## src/rtl/sched_pkg.sv

```systemverilog
// rtl/sched_pkg.sv - shared types and defaults for the sum job scheduler
package sched_pkg;

    localparam int TAG_W       = 8;
    localparam int DEF_WIDTH   = 8;
    localparam int DEF_ADDR_W  = 8;
    localparam int DEF_DEPTH   = 4;

    typedef enum logic [1:0] {
        S_IDLE  = 2'd0,
        S_START = 2'd1,
        S_WAIT  = 2'd2,
        S_HOLD  = 2'd3
    } sched_state_t;

endpackage

```

## src/rtl/sum_job_scheduler_if.sv

```systemverilog
// rtl/sum_job_scheduler_if.sv - job intake and result handshake bundle
interface sum_job_scheduler_if
    import sched_pkg::*;
#(
    parameter int WIDTH  = DEF_WIDTH,
    parameter int ADDR_W = DEF_ADDR_W
);
    logic              job_valid;
    logic              job_ready;
    logic [ADDR_W-1:0] job_head;
    logic              res_valid;
    logic              res_ready;
    logic [WIDTH-1:0]  res_sum;
    logic [TAG_W-1:0]  res_tag;
    logic              res_err;

    // Host / job source side
    modport master (
        output job_valid, job_head, res_ready,
        input  job_ready, res_valid, res_sum, res_tag, res_err
    );

    // Scheduler side
    modport slave (
        input  job_valid, job_head, res_ready,
        output job_ready, res_valid, res_sum, res_tag, res_err
    );
endinterface

```

## src/rtl/sched_fifo.sv

```systemverilog
// rtl/sched_fifo.sv - DEPTH x W job FIFO with full/empty flags
module sched_fifo #(
    parameter int DEPTH = 4,
    parameter int W     = 8
) (
    input  logic         clk,
    input  logic         rst,
    input  logic         push,
    input  logic [W-1:0] din,
    input  logic         pop,
    output logic [W-1:0] dout,
    output logic         full,
    output logic         empty
);
    localparam int AW = $clog2(DEPTH);

    logic [AW:0]  wr_ptr;
    logic [AW:0]  rd_ptr;
    logic [W-1:0] mem [DEPTH];

    // Extra pointer bit distinguishes full from empty when indices match
    assign empty = (wr_ptr == rd_ptr);
    assign full  = (wr_ptr[AW] != rd_ptr[AW]) && (wr_ptr[AW-1:0] == rd_ptr[AW-1:0]);
    assign dout  = mem[rd_ptr[AW-1:0]];

    // Pointer update; refused pushes/pops leave pointers unchanged
    always_ff @(posedge clk or negedge rst) begin
        if (!rst) begin
            wr_ptr <= '0;
            rd_ptr <= '0;
        end else begin
            if (push && !full)
                wr_ptr <= wr_ptr + 1'b1;
            if (pop && !empty)
                rd_ptr <= rd_ptr + 1'b1;
        end
    end

    // Storage needs no reset; empty flag guards reads
    always_ff @(posedge clk) begin
        if (push && !full)
            mem[wr_ptr[AW-1:0]] <= din;
    end
endmodule

```

## src/rtl/sum_job_scheduler.sv

```systemverilog
// rtl/sum_job_scheduler.sv - sequences list-sum jobs through the engine; SCHED_TIMEOUT_EN adds a watchdog
module sum_job_scheduler
    import sched_pkg::*;
#(
    parameter int WIDTH   = DEF_WIDTH,
    parameter int ADDR_W  = DEF_ADDR_W,
    parameter int DEPTH   = DEF_DEPTH,
    parameter int TIMEOUT = 255
) (
    input  logic                 clk,
    input  logic                 rst,
    sum_job_scheduler_if.slave   bus,
    output logic                 eng_start,
    output logic [ADDR_W-1:0]    eng_head,
    input  logic                 eng_done,
    input  logic [WIDTH-1:0]     eng_sum,
    output logic                 busy
);
    // Elaboration-time sanity check on the watchdog limit
    if (TIMEOUT < 1) begin : g_bad_timeout
        $error("TIMEOUT must be at least 1");
    end

    sched_state_t      state_q, state_d;
    logic              fifo_pop;
    logic              fifo_full;
    logic              fifo_empty;
    logic [ADDR_W-1:0] fifo_dout;
    logic              done_q;
    logic              done_rise;
    logic              wd_expire;
    logic [WIDTH-1:0]  res_sum_q;
    logic [TAG_W-1:0]  res_tag_q;

    sched_fifo #(.DEPTH(DEPTH), .W(ADDR_W)) u_fifo (
        .clk   (clk),
        .rst   (rst),
        .push  (bus.job_valid && bus.job_ready),
        .din   (bus.job_head),
        .pop   (fifo_pop),
        .dout  (fifo_dout),
        .full  (fifo_full),
        .empty (fifo_empty)
    );

    assign bus.job_ready = !fifo_full;
    assign bus.res_valid = (state_q == S_HOLD);
    assign bus.res_sum   = res_sum_q;
    assign bus.res_tag   = res_tag_q;
    assign busy          = (state_q != S_IDLE) || !fifo_empty;
    assign done_rise     = eng_done && !done_q;

`ifdef SCHED_TIMEOUT_EN
    localparam int CNT_W = $clog2(TIMEOUT + 1);
    logic [CNT_W-1:0] wd_cnt;
    logic             res_err_q;

    assign wd_expire   = (wd_cnt == CNT_W'(TIMEOUT - 1));
    assign bus.res_err = res_err_q;

    // Watchdog: cleared at START, counts each WAIT cycle
    always_ff @(posedge clk or negedge rst) begin
        if (!rst)
            wd_cnt <= '0;
        else if (state_q == S_START)
            wd_cnt <= '0;
        else if (state_q == S_WAIT)
            wd_cnt <= wd_cnt + 1'b1;
    end

    // Error flag: a done edge wins over a coincident watchdog expiry
    always_ff @(posedge clk or negedge rst) begin
        if (!rst)
            res_err_q <= 1'b0;
        else if (state_q == S_WAIT && done_rise)
            res_err_q <= 1'b0;
        else if (state_q == S_WAIT && wd_expire)
            res_err_q <= 1'b1;
    end
`else
    assign wd_expire   = 1'b0;
    assign bus.res_err = 1'b0;
`endif

    // FSM state register
    always_ff @(posedge clk or negedge rst) begin
        if (!rst)
            state_q <= S_IDLE;
        else
            state_q <= state_d;
    end

    // FSM next state and per-state strobes
    always_comb begin
        state_d   = state_q;
        fifo_pop  = 1'b0;
        eng_start = 1'b0;
        case (state_q)
            S_IDLE: begin
                if (!fifo_empty) begin
                    fifo_pop = 1'b1;
                    state_d  = S_START;
                end
            end
            S_START: begin
                eng_start = 1'b1;
                state_d   = S_WAIT;
            end
            S_WAIT: begin
                if (done_rise || wd_expire)
                    state_d = S_HOLD;
            end
            S_HOLD: begin
                if (bus.res_ready)
                    state_d = S_IDLE;
            end
            default: state_d = S_IDLE;
        endcase
    end

    // Done edge detector; a level left high from a prior job never counts
    always_ff @(posedge clk or negedge rst) begin
        if (!rst)
            done_q <= 1'b0;
        else
            done_q <= eng_done;
    end

    // Head address held for the engine from pop until the next pop
    always_ff @(posedge clk or negedge rst) begin
        if (!rst)
            eng_head <= '0;
        else if (fifo_pop)
            eng_head <= fifo_dout;
    end

    // Result capture: engine sum on done edge, zero on watchdog abort
    always_ff @(posedge clk or negedge rst) begin
        if (!rst)
            res_sum_q <= '0;
        else if (state_q == S_WAIT && done_rise)
            res_sum_q <= eng_sum;
        else if (state_q == S_WAIT && wd_expire)
            res_sum_q <= '0;
    end

    // Job tag advances once per consumed result
    always_ff @(posedge clk or negedge rst) begin
        if (!rst)
            res_tag_q <= '0;
        else if (state_q == S_HOLD && bus.res_ready)
            res_tag_q <= res_tag_q + 1'b1;
    end
endmodule

```

## src/flat_wrapper.sv

```systemverilog
// flat-port wrapper written by rule: the top's interface ports become plain ports
module sum_job_scheduler_flat import sched_pkg::*;
#(
    parameter int WIDTH   = DEF_WIDTH,
    parameter int ADDR_W  = DEF_ADDR_W,
    parameter int DEPTH   = DEF_DEPTH,
    parameter int TIMEOUT = 255
)
  (clk, rst, eng_start, eng_head, eng_done, eng_sum, busy, bus_job_valid, bus_job_head, bus_res_ready, bus_job_ready, bus_res_valid, bus_res_sum, bus_res_tag, bus_res_err);
  sum_job_scheduler_if #(.WIDTH(WIDTH), .ADDR_W(ADDR_W)) bus_i ();
  input  logic clk;
  input  logic rst;
  output logic eng_start;
  output logic [ADDR_W-1:0] eng_head;
  input  logic eng_done;
  input  logic [WIDTH-1:0] eng_sum;
  output logic busy;
  input wire logic [$bits(bus_i.job_valid)-1:0] bus_job_valid;
  input wire logic [$bits(bus_i.job_head)-1:0] bus_job_head;
  input wire logic [$bits(bus_i.res_ready)-1:0] bus_res_ready;
  output wire logic [$bits(bus_i.job_ready)-1:0] bus_job_ready;
  output wire logic [$bits(bus_i.res_valid)-1:0] bus_res_valid;
  output wire logic [$bits(bus_i.res_sum)-1:0] bus_res_sum;
  output wire logic [$bits(bus_i.res_tag)-1:0] bus_res_tag;
  output wire logic [$bits(bus_i.res_err)-1:0] bus_res_err;
  assign bus_i.job_valid = bus_job_valid;
  assign bus_i.job_head = bus_job_head;
  assign bus_i.res_ready = bus_res_ready;
  assign bus_job_ready = bus_i.job_ready;
  assign bus_res_valid = bus_i.res_valid;
  assign bus_res_sum = bus_i.res_sum;
  assign bus_res_tag = bus_i.res_tag;
  assign bus_res_err = bus_i.res_err;
  sum_job_scheduler #(.WIDTH(WIDTH), .ADDR_W(ADDR_W), .DEPTH(DEPTH), .TIMEOUT(TIMEOUT)) u_core (.clk(clk), .rst(rst), .bus(bus_i), .eng_start(eng_start), .eng_head(eng_head), .eng_done(eng_done), .eng_sum(eng_sum), .busy(busy));
endmodule
```

## config.mk

```make
export PLATFORM = sky130hd
export DESIGN_NAME = sum_job_scheduler_flat
export DESIGN_NICKNAME = d
export VERILOG_FILES = /design/src/rtl/sched_pkg.sv /design/src/rtl/sum_job_scheduler_if.sv /design/src/rtl/sched_fifo.sv /design/src/rtl/sum_job_scheduler.sv /design/src/flat_wrapper.sv
export SDC_FILE = /design/constraint.sdc
export NUM_CORES = 1
export LEC_CHECK = 0
export ABC_AREA = 1
export CAP_MARGIN = 0
export CORE_MARGIN = 4
export CORE_UTILIZATION = 52
export CTS_CLUSTER_SIZE = 25
export DETAILED_ROUTE_END_ITERATION = 8
export PLACE_DENSITY_LB_ADDON = 0.25
export SLEW_MARGIN = 10
export SYNTH_ARGS = -nofsm -noshare
export SYNTH_HDL_FRONTEND = slang
export SYNTH_SLANG_ARGS = --single-unit
```

## constraint.sdc

```tcl
create_clock -name clk -period 1.8 [get_ports clk]
set_input_delay 0.18 -clock clk [delete_from_list [all_inputs] [get_ports clk]]
set_output_delay 0.18 -clock clk [all_outputs]
set_load 0.02 [all_outputs]
```

Word-level counts from Yosys, hierarchy flattened
Memories as Yosys holds them, arrays and structs flattened. A register that Yosys moved wholly into a read port is not among the register bits.
Index checks and enable logic that the tools add are counted.
{"block": "totals", "ff_bits": 25, "mem_bits_rw": 32, "inputBits": 21, "output_inout_bits": 29, "word_cells": 43, "n_memories": 1}
{"name": "u_core.u_fifo.mem", "depth": 4, "width": 8, "read_ports": 1, "rd_clocked_by_memory_dff": 1, "write_ports": 1, "line_no": "sched_fifo.sv:19", "text": "logic [W-1:0] mem [DEPTH];"}
{"block": "classes", "add_sub_neg": 3, "eq_ne": 9, "mux": 9, "n_reduce_logical": 15}
{"cell": "8-bit by 1-bit adder with 8-bit output, second input constant", "n": 1}
{"cell": "2-bit case mux with 4 select lines", "n": 1}
{"cell": "1-bit logical AND", "n": 7}
{"cell": "3-bit by 1-bit adder with 3-bit output, second input constant", "n": 2}
{"cell": "2-bit 2-to-1 mux", "n": 3}
{"cell": "1-bit 2-to-1 mux", "n": 5}
{"cell": "2-bit equality test, second input constant", "n": 2}
{"cell": "1-bit zero test", "n": 4}
{"cell": "2-bit != test, second input constant", "n": 2}
{"cell": "3-bit equality test", "n": 1}
{"cell": "3-bit AND reduction", "n": 1}
{"cell": "2-bit by 1-bit equality test with 1-bit output, second input constant", "n": 1}
{"cell": "2-bit equality test", "n": 1}
{"cell": "2-bit zero test", "n": 1}
{"cell": "2-bit by 1-bit != test with 1-bit output, second input constant", "n": 1}
{"cell": "2-bit nonzero test", "n": 1}
{"cell": "1-bit logical OR", "n": 1}
{"cell": "1-bit != test", "n": 1}

Logic depth before layout (Yosys ltp)
{"block": "depth", "ltp_word": 7, "ltp_mapped": 9, "mapped_depth_nobuf": 8}

Cells and area by module
From an unflattened synthesis, not the netlist that was laid out.
{"block": "unflattened", "cells_unflattened": 282, "hier_area_um2": 2905.3}
{"mod": "sched_fifo", "instances": 1, "cells_per_inst": 138, "area_per_inst_um2": 1631.6}
{"mod": "sum_job_scheduler", "instances": 1, "cells_per_inst": 144, "area_per_inst_um2": 1273.7}

Least setup slack after synthesis
No wires, ideal clock.
{"block": "synth_path", "path_type": "register -> register", "startpoint": "register u_core.u_fifo.rd_ptr[0]", "endpoint": "memory u_core.u_fifo.mem[0][0], enable pin", "setup_ps": 371, "arrival_time_ps": 1308, "required_ps": 1429, "setup_slack_ps": 121, "path_stages_with_launch": 7, "period_less_slack_ps": 1679, "path_cell_list": "dfrtp_1 buf_6 nand2_1 nand2_4 nand4_4 nand2_2 nor2_1"}
{"block": "synth_via", "elab_chain_cells": 7}
{"item": "start: declaration", "line_no": "sched_fifo.sv:18", "text": "logic [AW:0] rd_ptr;"}
{"item": "start signal: assignment", "line_no": "sched_fifo.sv:35", "text": "rd_ptr <= rd_ptr + 1'b1;"}
{"item": "2-bit equality test *", "line_no": "sched_fifo.sv:23", "text": "assign full = (wr_ptr[AW] != rd_ptr[AW]) && (wr_ptr[AW-1:0] == rd_ptr[AW-1:0]);"}
{"item": "1-bit logical AND *", "line_no": "sched_fifo.sv:23"}
{"item": "1-bit zero test *", "line_no": "sum_job_scheduler.sv:46", "text": "assign bus.job_ready = !fifo_full;"}
{"item": "named net bus_job_ready", "line_no": "flat_wrapper.sv:21", "text": "output wire logic [$bits(bus_i.job_ready)-1:0] bus_job_ready;"}
{"item": "1-bit logical AND", "line_no": "sum_job_scheduler.sv:38", "text": ".push (bus.job_valid && bus.job_ready),"}
{"item": "1-bit logical AND *", "line_no": "sched_fifo.sv:41", "text": "if (push && !full)"}
{"item": "1-bit 2-to-1 mux *", "line_no": "sched_fifo.sv:41"}
{"item": "1-bit 2-to-1 mux (not written as such) *", "line_no": "sched_fifo.sv:42", "text": "mem[wr_ptr[AW-1:0]] <= din;"}
{"item": "end: declaration", "line_no": "sched_fifo.sv:19"}
Mark *: on every way through the listed nets, which the timed path passes. The rest lies on a longest branch.

Worst setup path after layout
{"block": "layout_path", "startpoint": "register u_core.u_fifo.wr_ptr[1]", "endpoint": "output port busy"}
{"block": "layout_via", "elab_chain_cells": 3}
{"item": "start: declaration", "line_no": "sched_fifo.sv:17", "text": "logic [AW:0] wr_ptr;"}
{"item": "start signal: assignment", "line_no": "sched_fifo.sv:33", "text": "wr_ptr <= wr_ptr + 1'b1;"}
{"item": "3-bit equality test", "line_no": "sched_fifo.sv:22", "text": "assign empty = (wr_ptr == rd_ptr);"}
{"item": "1-bit zero test", "line_no": "sum_job_scheduler.sv:50", "text": "assign busy = (state_q != S_IDLE) || !fifo_empty;"}
{"item": "1-bit logical OR", "line_no": "sum_job_scheduler.sv:50"}
{"item": "end: declaration", "line_no": "flat_wrapper.sv:17", "text": "output logic busy;"}
Every way passes these cells.

==> metrics.txt <==
Yosys top cell by area=edfxtp_1; worst path required time=1.62 ns; Post-Syn Nets=278; worst vdd ir=0.000876 V; synth warn=0; largest net degree at the start of global routing=34; register area=1790 sq um; Worst Path Max Fanout=5; CP max-delay cell=dfrtp_2; Synth Cell Area=2820 sq um; met2 Usage GRT=0.285; Yosys top cell area share=0.341; cts bufs inserted=9; wire per inst=13.8 microns; GR met1 Demand/Resource=0.244; dpl hpwl=3880 microns; dominant cell by count in the synthesized netlist=nand2_1; final setup violating endpoints=0; Max-Cap Viols=0; Initial DRC Count=77; met3 Use GR=0.0493; CTS tree=built; Netlist cell types=31; TritonCTS Sinks=65; clk slew on worst S/H paths=0.08 ns; first-pass GRT wire length=9070 microns; PwrDens=1740 nW/um^2; top post-synthesis cells by area=edfxtp_1 34%, dfrtp_1 29%, nand2_1 8.1%; Hold Path Class=primary input to async pin; share of the yosys chip area belonging to registers=0.635; drt via density=4.97; Std-Cell Rows=26; routability cong.=0.772; initial antenna violation count=0; ANT cells=0; global route overflow=0; kind of end point of the critical path=primary output; RSZ-0062 raised after global routing=no; Worst path depth=4; ANT nets after route=0; CP cell instances=xnor2_2 -> buf_4 -> nand4_2 -> clkbuf_2; I/O pin count=50; via count=1934; Cells after DPL=373; Post-Layout Cell Count=389; WL final=5360 microns; cts hold-fix bufs=0; clk_lat worst skew=0.34 ns; Avg Cell Area, Syn=11.4 sq um; Leakage=1.59 nW; cell count after synthesis=247; Die X=81.6 microns; Max Freq=0.607 GHz; I/O Buffers=48; Fillers=378; Multi-input gate area=911 sq um; CP arrival=1.47 ns; vias in the first global route=1907; Global Route Usage Sum=0.184; Power, Total=6.35 mW; Startpoint Class=flop; Crit path max-delay family=flip-flops; Layout area overhead=29.4%; EDFF count, synth=32; Final Core Density=0.704; dpl ws=-0.0219 ns; Setup Total Neg Slack=0 ns; clk buf depth=2; Crit path buffers/inverters=2; ys async rst share=0.508; setup ws final=0.153 ns; r2r worst-path depth=7; Die Area=6660 sq um; CTS root buf=clkbuf_8; GR peak layer=met2; DRC Markers=0; die height=81.6 microns; final slew viol count=0; share of cells above drive strength 1=0.182; nets@finish=345; H-tree levels=3; Setup CP Type=flop to primary output; Setup Fix Bufs, Post-CTS=0; core box area=5170 sq um; Clock Skew=0.0117 ns; Starting Density=0.544; post-synthesis register bit count=65; top_reg_cell synth=dfrtp_1; outcome=finished, final reports clean; endpoints failing hold=0; period utilization=0.915; minimum clock period=1.65 ns; Synth top cells by count=61 x nand2_1, 33 x dfrtp_1, 32 x edfxtp_1; CP peak stage delay=0.45 ns; router iterations before antenna repair=4
## layout make-up
class | count | area share
flip-flops and latches | 65 | 0.491
multi-input cells | 156 | 0.250
repair buffers | 62 | 0.159
clock buffers | 10 | 0.0350
well taps | 70 | 0.0240
inverters | 20 | 0.0220
clock inverters | 6 | 0.0185
## path summary, 6_finish.rpt
path,end,slack (ns),from
min in group clk,u_core.done_q,0.35,eng_done
max in group asynchronous,u_core.u_fifo.wr_ptr[1],1.21,rst
setup reg to reg,u_core.u_fifo.mem[1][6],0.21,u_core.u_fifo.rd_ptr[0]
hold / removal,u_core.eng_head[6],0.25,rst
hold reg to reg,u_core.eng_head[0],0.48,u_core.eng_head[0]
setup / recovery,busy,0.15,u_core.u_fifo.wr_ptr[1]
## registers in the layout (all words and copies together), names as in the netlist
register and cells:
u_core.state_q 2, u_core.u_fifo.wr_ptr 3, u_core.done_q 1, u_core.u_fifo.rd_ptr 3, u_core.bus.res_sum 8, u_core.eng_head 8, u_core.u_fifo.mem 32, u_core.bus.res_tag 8
## report_power, final
group | total (mW) | internal [mW] | switching [mW]
clock network | 1.22 | 0.644 | 0.572
logic | 2.81 | 1.22 | 1.59
registers | 2.33 | 2.06 | 0.271
total | 6.35 | 3.92 | 2.43
## repair_timing
action | CTS | global route
hold endpoints to repair | 0 | 0
endpoints found under the setup margin | 10 | 20
gates resized for setup | 7 | 8
pin swaps | 0 | 1
## cells in the final DEF (no fill, tap or decap), types with 9 or more instances in the layout
| master | n |
|---|---|
| nand2_1 | 61 |
| clkdlybuf4s50_1 | 44 |
| o21ai_0 | 18 |
| nor2_1 | 20 |
| ha_1 | 9 |
| edfxtp_1 | 32 |
| buf_4 | 14 |
| clkbuf_8 | 9 |
| inv_1 | 17 |
| dfrtp_1 | 31 |
## stage by stage
step | instance area, sq um | hold WS [ns]
after floorplan | 2820 | -0.116
final | 3640 | 0.251
after detailed placement | 3440 | 0.465
after global routing | 3640 | 0.284
after CTS | 3640 | 0.271
after global placement | 3440 | 0.462
## worst register-to-register path, delay by kind of cell, from the launching register on
kind | cells | cell delay [ns]
AND/OR/NAND/NOR | 5 | 0.48
flip-flops | 1 | 0.45
buffers and inverters | 2 | 0.36
## kinds of logic after synthesis
family                   after synthesis  share of synthesized area
multiplexers                           8                     0.0320
XOR/XNOR                               7                     0.0244
buffers and inverters                 26                     0.0453
AND/OR/NAND/NOR                      103                      0.165
other                                  1                    0.00133
adder cells (fa/ha/maj)               10                     0.0444
flip-flops                            65                      0.635
AO/OA/AOI/OAI                         27                     0.0524
## routing by layer
layer,wire (microns),up-vias
li1,-,963
met1,2420,918
met2,2620,41
met3,224,12
met4,97,0
met5,0,-
Note: power is estimated with default switching activity, not from simulation.
==> variant 1 (same flow settings) <==
Re-encode `sched_state_t` (4 states) as Gray code, 2 bits wide.
--- a/src/rtl/sched_pkg.sv
+++ b/src/rtl/sched_pkg.sv
@@ -9,6 +9,6 @@
     typedef enum logic [1:0] {
-        S_IDLE  = 2'd0,
-        S_START = 2'd1,
-        S_WAIT  = 2'd2,
-        S_HOLD  = 2'd3
+        S_IDLE  = 2'b00,
+        S_START = 2'b01,
+        S_WAIT  = 2'b11,
+        S_HOLD  = 2'b10
     } sched_state_t;
Formal check against the unedited RTL: same outputs for any inputs over 10 cycles, from zero or initial values and one cycle with rst low; not proved beyond that.
==> variant 1 against the unedited design <==
- non-clock buffer count is 5 lower
- sequential cell count is the same
- count of clock-buffer cells in the layout up 1
- worst setup slack got worse by 56 ps
- total power shrank 9.1%
- synthesized cell count increased by 22%
- utilization down 1.7 points
- area after synthesis grew 3.2%
- register-to-register slack improved by 50 ps
- design area is 0.51% lower
- routed wire length grew 4.0%
- die area rose by 2.9%
- critical path type unchanged
- largest cell class unchanged
- largest power group unchanged
==> variant 1: results (changes against the unedited design) <==
Logic synthesis
  – Syn Nets: 329 (+18%)
  – Register area share after synthesis: 61.50% (-2.0 points)
  – Commonest cells post-synth: 92 x nand2_1, 34 x nor2_1, 33 x dfrtp_1, 32 x edfxtp_1
  – Post-synth cell types: 24 (-23%)
  – Synth area leaders: edfxtp_1 33%, dfrtp_1 28%, nand2_1 12%

Pwr
  – Clock Power: 0.000994 W (-19%)
  – Max rail drop VDD: 767.3 µV (-12%)
  – Lkg Pwr: 1.678 nW (+5.3%)
  – Internal power: 0.003498 W (-11%)
  – Sw Share: 39.40% (+1.1 points)

GRT
  – Routing usage on met3: 3.579% (-1.4 points)
  – Gr usage total: 18.15% (-0.27 points)
  – Met2 track demand over resource: 28.61% (+0.10 points)
  – M1 GR Usage: 24.21% (-0.16 points)

Placement
  – Placer congestion estimate: 0.7908 (+2.5%)
  – Placed insts: 420 (+13%)
  – Post-DP HPWL: 3806 µm (-2.0%)
  – Dpl cell area: 0.003470 mm² (+0.84%)
  – Place WS: 217.4 ps (+239.3 ps)

Timing
  – Min Tclk post-route: 1703 ps (+56.38 ps)
  – Worst hold slack: 255.5 ps (+4.789 ps)
  – Clock Skew: 5.585 ps (-6.098 ps)

Layout
  – Combined area of the multi-input logic cells: 929.6 µm² (+2.1%)
  – Layout clock area frac: 4.246% (-1.1 points)
  – NonClk Buf Share: 15.15% (-0.78 points)
  – Seq/total area: 49.29% (+0.18 points)
  – Multi-Input Combinational: 198 (+27%)
  – # fillers: 417 (+10%)

Drt
  – Drt first-iter violations: 129 (+68%)
  – Vias: 2163 (+12%)
  – Via density per instance: 4.961 (-0.22%)
  – Mean routed wirelength per cell: 12.78 µm (-7.2%)
  – DRT met1 WL: 2524 µm (+4.4%)

Setup path
  – R2r setup slk: 260 ps (+50 ps)
  – CP top delay family: buffers and inverters
  – R2R Path End: u_core.u_fifo.mem[0][7]
  – Arr. time, crit path: 1520 ps (+50 ps)
  – CP peak stage delay: 610 ps (+160 ps)
  – CP Launch Point: u_core.state_q[1]
  – Slowest cell on crit path: clkdlybuf4s50_1
  – Crit Reg-Reg Startpoint: u_core.u_fifo.wr_ptr[1]

Status
  – Status: completed
[variant 1: changes by cell type after synthesis, sizes merged, moves of 2 or more]
cell | before | now
buf | 5 | 9
ha | 10 | 6
inv | 20 | 29
mux2 | 8 | 0
nand2 | 65 | 98
nand3 | 7 | 29
nand3b | 1 | 3
nand4 | 4 | 2
nor2 | 23 | 35
nor3 | 2 | 0
o22ai | 8 | 0
xnor2 | 4 | 2
[variant 1: logic make-up (layout without fill, tap and decap cells)]
kind of cell / after synthesis / after routing / share of synthesized area [%]
other cells: 1 / 1 / 0.1291
xor+xnor: 5 / 5 / 1.508
simple gates: 167 / 167 / 24.50
buf+inv: 39 / 103 / 6.503
fa+ha+maj: 6 / 6 / 2.584
compound gates: 19 / 19 / 3.273
flops: 65 / 65 / 61.50
[variant 1: worst max path at each step]
stage,end,cells after the start
floorplan,u_core.u_fifo.mem[0][0],6
global placement,bus_job_ready,5
detailed placement,bus_job_ready,5
CTS,eng_start,3
global route,bus_res_valid,3
finish,bus_res_valid,3
==> variant 2 (config.mk and constraints unchanged) <==
Made on the original files. Build with the macro `SCHED_TIMEOUT_EN` defined.
--- a/src/rtl/sum_job_scheduler.sv
+++ b/src/rtl/sum_job_scheduler.sv
@@ -1,2 +1,4 @@
 // rtl/sum_job_scheduler.sv - sequences list-sum jobs through the engine; SCHED_TIMEOUT_EN adds a watchdog
+`define SCHED_TIMEOUT_EN
+
 module sum_job_scheduler
Check against the original RTL: same outputs for any inputs over 10 cycles, from zero or initial values and one cycle with rst low; that may be too few to reach the edited logic, so the function may still have changed.
==> variant 2 against the unedited design <==
- sequential cell count up 9
- design area is 12% higher
- area after synthesis increased by 15%
- highest routed layer unchanged
- worst setup slack got worse by 22 ps
- routed wire length increased by 17%
- non-clock buffer count grew 1
- total power grew 5.2%
- clock skew is 4.2 ps higher
- critical path type unchanged
- sequential share of layout area up 0.45 points
==> variant 2: results (changes against the unedited design) <==
Placement
  – # port buffers: 49 (+2.1%)
  – Place WS: 83.90 ps (+105.8 ps)
  – Placer congestion estimate: 0.8546 (+11%)
  – Dpl cell area: 0.003874 mm² (+13%)
  – Placed insts: 447 (+20%)

Logic synthesis
  – Commonest cells post-synth: 84 x nand2_1, 42 x dfrtp_1, 32 x edfxtp_1, 31 x inv_1, 30 x nor2_1
  – Post-synth cell types: 28 (-9.7%)
  – Synth area leaders: dfrtp_1 32%, edfxtp_1 30%, nand2_1 9.7%

GRT
  – Gr usage total: 18.26% (-0.17 points)
  – Global-route wire length before repair: 10560 µm (+17%)
  – Vias in the first global route: 2151 (+13%)

Setup path
  – Arr. time, crit path: 1490 ps (+20 ps)
  – R2r setup slk: 160 ps (-50 ps)
  – Crit Reg-Reg Startpoint: u_core.u_fifo.wr_ptr[1]
  – Slowest cell on crit path: dfrtp_1

Status
  – Status: completed

Timing
  – Clock Skew: 15.85 ps (+4.164 ps)

Layout
  – Layout Cells excl Fill: 466 (+20%)
  – Final nets: 420 (+22%)
  – Layout cells sized above 1: 10.74% (-7.4 points)

Pwr
  – Clock Power: 0.00114 W (-7%)
  – Sw Share: 39.66% (+1.4 points)
  – Combinational group share of total power: 43.5% (-0.7 points)
  – Max rail drop VDD: 1059 µV (+21%)

Drt
  – Via density per instance: 4.895 (-1.5%)
  – Routed WL: 6258 µm (+17%)

CTS
  – Post-CTS Resized: 6 (-1)
variant 2: changes by cell type after synthesis, moves of 3 or more:
cell,change
nor2_1,+7
xnor2_1,+3
dfrtp_1,+9
mux2_2,-8
a21oi_1,+4
ha_1,+3
nand2_1,+23
inv_1,+13
nand3_1,+11
variant 2: critical path: cells and delay by family, from the launching register on:
kind	cells	cell delay [ps]
buf+inv	2	440
simple gates	3	280
flops	1	430
variant 2: logic make-up after synthesis:
group / share of synthesized area [%]
AND/OR/NAND/NOR: 18.33
flip-flops: 62.06
buffers and inverters: 5.249
AO/OA/AOI/OAI: 6.137
adder cells (fa/ha/maj): 5.017
XOR/XNOR: 3.203
variant 2: area by class of cell:
class	instances	area, µm²
Inverter	34	127.6
Multi-Input combinational cell	204	1060
Fill cell	469	1928
Sequential cell	74	2013
Clock buffer	10	127.6
Clock inverter	6	42.54
Timing Repair Buffer	63	598.1
Tap cell	75	93.84
variant 2: worst max path at each step:
stage                            start                 endpoint  slack, ps  depth (start not counted)
2_1_floorplan  u_core.u_fifo.rd_ptr[0]  u_core.u_fifo.mem[0][0]         -5                          5
3_3_place_gp         u_core.state_q[0]                     busy        170                          4
3_5_place_dp         u_core.state_q[0]                     busy         80                          4
4_1_cts              u_core.state_q[0]                     busy         20                          4
5_1_grt        u_core.u_fifo.wr_ptr[1]  u_core.u_fifo.mem[0][2]         10                          7
6_report       u_core.u_fifo.wr_ptr[1]            bus_job_ready        130                          5
variant 2: metal layers:
layer / track usage [%] / vias up / part of all wire (%)
met5: 0 / - / 0
met4: 8.357 / 0 / 2.0
met3: 5.298 / 11 / 5.0
met2: 27.81 / 51 / 46
met1: 24.19 / 1051 / 47
li1: - / 1168 / -
